===== config.mk =====
export PLATFORM = sky130hd
export DESIGN_NAME = oam_dma_ctrl
export DESIGN_NICKNAME = d
export VERILOG_FILES = /design/src/rtl/oam_dma_ctrl.sv
export SDC_FILE = /design/constraint.sdc
export NUM_CORES = 1
export LEC_CHECK = 0
export CAP_MARGIN = 20
export CORE_ASPECT_RATIO = 1.2
export CORE_UTILIZATION = 33
export DETAILED_ROUTE_END_ITERATION = 7
export MAX_ROUTING_LAYER = met4
export PLACE_DENSITY = 0.69
export SLEW_MARGIN = 5
export SYNTH_ARGS = -nofsm -noshare
export SYNTH_HDL_FRONTEND = slang
export SYNTH_SLANG_ARGS = --single-unit

===== constraint.sdc =====
create_clock -name clk_ph1 -period 2 [get_ports clk_ph1]
set_clock_uncertainty 0.1 [all_clocks]
set_input_delay 0.5 -clock clk_ph1 [delete_from_list [all_inputs] [get_ports clk_ph1]]
set_output_delay 0.5 -clock clk_ph1 [all_outputs]
set_load 0.02 [all_outputs]

===== src/rtl/oam_dma_ctrl.sv =====
// Sprite OAM DMA engine: on a CPU write to the DMA register, halts the CPU and
// copies one 256-byte page to the PPU OAM data port, one read/write pair per
// two cycles, aligned so that every read lands on an even (par==0) cycle.
module oam_dma_ctrl #(
    parameter logic [15:0] DMA_REG_ADDR  = 16'h4014,
    parameter logic [15:0] OAM_DATA_ADDR = 16'h2004
) (
    input  logic        clk_ph1,
    input  logic        rst,
    input  logic [15:0] cpu_addr,
    input  logic [7:0]  cpu_data_out,
    input  logic        cpu_R_nW,
    input  logic [7:0]  mem_data_in,
    output logic        cpu_halt,
    output logic        dma_active,
    output logic [15:0] dma_addr,
    output logic [7:0]  dma_data_out,
    output logic        dma_R_nW
);

    localparam int unsigned XFER_LEN = 256;
    localparam int unsigned IDX_W    = 8;
    localparam logic [IDX_W-1:0] LAST_IDX = IDX_W'(XFER_LEN - 1);

    typedef enum logic [2:0] {
        IDLE  = 3'd0,
        HALT  = 3'd1,
        ALIGN = 3'd2,
        READ  = 3'd3,
        WRITE = 3'd4
    } state_t;

    state_t           state;
    logic [7:0]       page;
    logic [IDX_W-1:0] idx;
    logic             par;
    logic             trigger_c;

    // A CPU write to the DMA register starts a transfer (only looked at in IDLE).
    assign trigger_c = (cpu_addr == DMA_REG_ADDR) && !cpu_R_nW;

    // Sequencer; outputs are loaded together with the state they belong to, so
    // they always equal the decode of the current state. dma_data_out doubles
    // as the read-data latch: it captures the READ byte and presents it in WRITE.
    always_ff @(posedge clk_ph1) begin
        if (!rst) begin
            state        <= IDLE;
            page         <= 8'h00;
            idx          <= '0;
            par          <= 1'b0;
            cpu_halt     <= 1'b0;
            dma_active   <= 1'b0;
            dma_addr     <= 16'h0000;
            dma_data_out <= 8'h00;
            dma_R_nW     <= 1'b1;
        end else begin
            par <= ~par;
            case (state)
                IDLE: begin
                    if (trigger_c) begin
                        state        <= HALT;
                        page         <= cpu_data_out;
                        idx          <= '0;
                        cpu_halt     <= 1'b1;
                        dma_active   <= 1'b1;
                        dma_addr     <= OAM_DATA_ADDR;
                        dma_data_out <= 8'h00;
                        dma_R_nW     <= 1'b1;
                    end
                end
                HALT: begin
                    // Reads must fall on par==0 cycles; insert ALIGN if the next one is odd.
                    if (par) begin
                        state    <= READ;
                        dma_addr <= {page, idx};
                    end else begin
                        state    <= ALIGN;
                        dma_addr <= OAM_DATA_ADDR;
                    end
                end
                ALIGN: begin
                    state    <= READ;
                    dma_addr <= {page, idx};
                end
                READ: begin
                    state        <= WRITE;
                    dma_addr     <= OAM_DATA_ADDR;
                    dma_data_out <= mem_data_in;
                    dma_R_nW     <= 1'b0;
                end
                WRITE: begin
                    dma_data_out <= 8'h00;
                    dma_R_nW     <= 1'b1;
                    if (idx == LAST_IDX) begin
                        state      <= IDLE;
                        cpu_halt   <= 1'b0;
                        dma_active <= 1'b0;
                        dma_addr   <= 16'h0000;
                    end else begin
                        state    <= READ;
                        idx      <= idx + IDX_W'(1);
                        dma_addr <= {page, idx + IDX_W'(1)};
                    end
                end
                default: begin
                    state        <= IDLE;
                    cpu_halt     <= 1'b0;
                    dma_active   <= 1'b0;
                    dma_addr     <= 16'h0000;
                    dma_data_out <= 8'h00;
                    dma_R_nW     <= 1'b1;
                end
            endcase
        end
    end

endmodule


### After elaboration in Yosys (flattened, before gate mapping)

Index checks and enable logic that the tools add are counted.

* add/subtract/negate cells: 1
* equality and inequality tests: 9
* mux-type cells: 16
* bitwise gates (word level): 3
* reduce and logical (&&, ||, !) cells: 10

Operators by type and width (count)
* 16-bit one-hot mux with 5 select lines: 1
* 16-bit two-way mux: 3
* 8-bit one-hot mux with 3 select lines: 1
* 16-bit by 15-bit equality test with 1-bit output (second input constant): 1
* 8-bit two-way mux: 2
* 8-bit one-hot mux with 2 select lines: 1
* 3-bit one-hot mux with 5 select lines: 1
* 8-bit by 1-bit adder with 8-bit output (second input constant): 1
* 8-bit equality test (second input constant): 1
* 3-bit by 2-bit equality test with 1-bit output (second input constant): 2
* 2-bit inequality test (second input constant): 3
* 1-bit one-hot mux with 3 select lines: 2
* 3-bit AND reduction: 2
* 2-bit AND reduction: 2
* 3-bit by 1-bit equality test with 1-bit output (second input constant): 1
* 3-bit equality test (second input constant): 1
* 3-bit logical NOT: 1
* 1-bit two-way mux: 3
* 3-bit two-way mux: 1
* 1-bit NOT: 3
* 3-bit OR reduction: 1
* 2-bit two-way mux: 1
* 2-bit nonzero test: 1
* 2-bit OR reduction: 1
* other kinds (2): 2

* register bits after elaboration: 46
* output and inout port bits: 27
* logic and storage cells: 47

### Depth between registers and ports, before layout

* depth in word-level cells: 4
* depth in mapped cells: 6

### Worst setup path before layout

OpenSTA, ideal clock, no wires.

* kind: input port to flip-flop
* start point: in cpu_addr[7]
* end point: reg dma_addr[10]
* arrival: 1629 ps
* data required time: 1783 ps
* slack: 153 ps
* cell stages on the path: 5
* path buffers: 1
* path through: nor4b_2 nand4_4 o21a_1 buf_4 a32o_1

* word-level cells in the longest chain between the ends: 3

RTL lines
* from (decl): line 10 `input logic [15:0] cpu_addr,`
* 16-bit by 15-bit equality test with 1-bit output: line 40 `assign trigger_c = (cpu_addr == DMA_REG_ADDR) && !cpu_R_nW;`
* 1-bit logical AND: line 40
* 2-bit inequality test (no line)
* to (signal assigned): line 75 `dma_addr <= {page, idx};`
* to (signal assigned): line 83 `dma_addr <= {page, idx};`
* to (signal assigned): line 102 `dma_addr <= {page, idx + IDX_W'(1)};`
* to (decl): line 16 `output logic [15:0] dma_addr,`

No other way between the ends.
A chain may end at the register's enable or synchronous reset.

### Worst setup path in the final report

* start point: in cpu_addr[9]
* end point: reg page[4]

* word-level cells in the longest chain between the ends: 3

RTL lines
* 16-bit by 15-bit equality test with 1-bit output: line 40
* 1-bit logical AND: line 40
* 2-bit AND reduction (no line)
* to (signal assigned): line 62 `page <= cpu_data_out;`
* to (decl): line 34 `logic [7:0] page;`

No other way between the ends.

==> reports/results.txt <==
Vias = 2224
Post-synthesis adder-cell area fraction = 0.551%
Crit path kind = in -> reg
Max-cap violation count = 0
Switching fraction of total power = 26.8%
Main combinational cell family by area after synthesis = simple AND/OR/NAND/NOR gates
Number of port buffers = 61
YS warnings = 0
Largest net degree at the start of global routing = 61
Slew HR = 73.1%
CTS Buffer Depth = 2
Comb power frac = 17.1%
Width of the die = 77.7 µm
CTS tree = done
VDD IR max = 0.000351 V
Post-place setup slack = -0.367 ns
DRC Markers = 0
Final setup vio count = 0
Sequential Power Share = 51.0%
Cell Chain, Critical Path = clkdlybuf4s50_1, nor4b_4, nand4_4, buf_6, nor2_4, buf_12, mux2i_1
Unrepaired setup endpoints after global routing = false
Grt ovf = 0
Compound-Gate Fraction of Synth Area = 22.9%
Cell taking the most area after synthesis = dfxtp_1
Via density = 5.33
Clock power frac = 31.9%
Unique masters post-synth = 53
Most used DFF post-synth = dfxtp_1
Placer congestion estimate = 0.841
Routed WL = 6010 µm
Asr flop ratio synth = 0%
Syn Area/Cell = 8.98 µm²
# clock sinks = 46
Worst Setup Start Kind = input pin
NetSw = 499 µW
Final Max Slew Viols = 0
Final worst-path cycle share = 97.3%
Post-Synth Simple-Gate Area = 26.3%
Setup slack after layout = 0.0532 ns
Share of layout cells above drive strength 1 = 15.7%
Internal Dissipation = 1.37 mW
I/O pins = 62
Number of flops mapped to enable cells by yosys = 0
Antenna-violating nets left = 0
Starting Density = 34.8%
Setup tns final = 0 ns
First-pass GRT wire length = 9800 µm
Flops & latches, synth = 46
Hold slack = 0.361 ns
Placed inst area = 3130 µm²
Worst Setup End Kind = flip-flop
Min Tclk post-route = 1.95 ns
Die height = 92.9 µm
Syn Inst Count = 253
# hold bufs at CTS = 0
Die area = 7220 µm²
Area growth syn-to-layout = 44.5%
Largest cells by area after synthesis = dfxtp_1 41%, nand3_1 6.8%, nand2_1 6.1%, mux2i_1 4.4%, a32o_1 3.1%
Core Area = 6530 µm²
Mux cell area share after synthesis = 4.41%
Arr. time, crit path = 2.08 ns
Drt pass-1 iters = 4
H-Tree Depth = 2
Diodes inserted = 0
Max Fclk = 0.514 GHz
Largest stage delay, worst path = 0.46 ns
Post-Synth XOR/XNOR Area = 0.771%
Worst Path Max Fanout = 8
Slew @ Worst Pin = 0.403 ns
Post-synthesis sequential area ratio = 40.6%
Root Buffer Master = clkbuf_8
Final Instance Area = 3280 µm²
Clock transition at path regs = 0.09 ns
Synth top area share = 40.6%
Fin nets = 367
Leakage = 1.17 nW
Crit-path slowest cell = clkdlybuf4s50_1
Status = completed
Fin util = 50.3%
Power density over the cells = 568 nW/µm²
CP required = 2.13 ns
First DRT Iteration DRCs = 84
Average wire per standard cell = 14.4 µm
Total routing usage reported by global routing = 17.4%
Latest clock arrival within the worst-skew pair = 0.30 ns
CTS Buf Count = 5
Row count = 32
Final Hold Viols = 0
Vias in the first global route = 2096
Syn_nets = 289
Syn Std Cell Area = 2270 µm²
Hpwl dp = 4220 µm
Antenna violations before repair = 0
Hold/Removal Path Class = reg -> reg
-- final cells by class --
class	instances	area [µm²]
flip-flops and latches	46	921
repair buffers	89	885
inverters	4	15.0
multi-input cells	185	1260
clock inverters	2	12.5
fillers	630	3250
clock buffers	6	82.6
well taps	85	106
-- state kept, by name, summed over array words and instances (netlist names) --
name	cells
dma_addr	16
dma_data_out	8
idx	8
page	8
state	3
dma_R_nW	1
dma_active	1
par	1
-- cells in the final DEF, fill, tap and decap left out, types with 3 or more instances in the layout --
cell type / instances
a31oi_1: 4
nand3b_1: 3
clkbuf_8: 6
nand3_1: 31
buf_12: 3
inv_1: 4
o22ai_1: 6
dlymetal6s2s_1: 4
o2111ai_1: 8
o21a_1: 3
dfxtp_1: 46
clkdlybuf4s50_1: 56
a32o_1: 7
nand2b_1: 8
o211ai_1: 6
mux2i_1: 10
buf_4: 23
nor2_1: 6
a21oi_1: 7
nand2_1: 37
o21ai_0: 6
-- final timing paths --
path | from | endpoint | slack [ns] | cells after the start
max | cpu_addr[9] | page[4] | 0.05 | 7
min | par | par | 0.36 | 1
max reg2reg | idx[4] | dma_addr[7] | 0.22 | 4
min reg2reg | par | par | 0.36 | 1
-- cells by family after synthesis --
kind of cell,Yosys count
buffers and inverters,22
muxes,10
DFF,46
adders and majority gates,1
and+or+nand+nor,105
AOI/OAI and AO/OA,67
xor gates and xnor gates,2
-- power by group through the flow --
stage	clock (mW)	sequential (mW)	combinational (mW)
final	0.595	0.952	0.318
after global routing	0.654	0.955	0.345
after CTS	0.608	0.952	0.322
after detailed placement	0	0.973	0.316
after global placement	0	0.973	0.311
after floorplan	0	0.974	0.149
-- worst max-delay path, delay by kind of cell --
family	cells	cell delay (ns)
buffers and inverters	3	0.78
multiplexers	1	0.18
AND/OR/NAND/NOR	3	0.60
-- metal layers --
layer  vias to the layer above  track usage (%)  share of wire [%]
li1                       1109                -                  -
met1                      1059             20.0                 45
met2                        50             30.4                 50
met3                         6             3.35                3.6
met4                         0             5.66                1.4
met5                         -                -                  0
-- synth_stat cells, drive strengths merged (8+ instances only) --
master   instances
a21oi            8
clkbuf          11
dfxtp           46
mux2i           10
nand2           37
nand2b           8
nand3           32
o2111ai          8
o21ai            8
-- repair_timing --
action,CTS,global route
hold endpoints to repair,0,0
gates resized for setup,2,5
pin swaps,2,4
cloned,0,1
endpoints found under the setup margin,10,15
buffers inserted,1,0
-- per-stage QoR --
step	cells	power, mW
2_1_floorplan	253	1.12
3_3_place_gp	407	1.28
3_5_place_dp	407	1.29
4_1_cts	416	1.88
5_1_grt	417	1.95
6_report	417	1.86
Note: power is estimated with default switching activity, not from simulation.
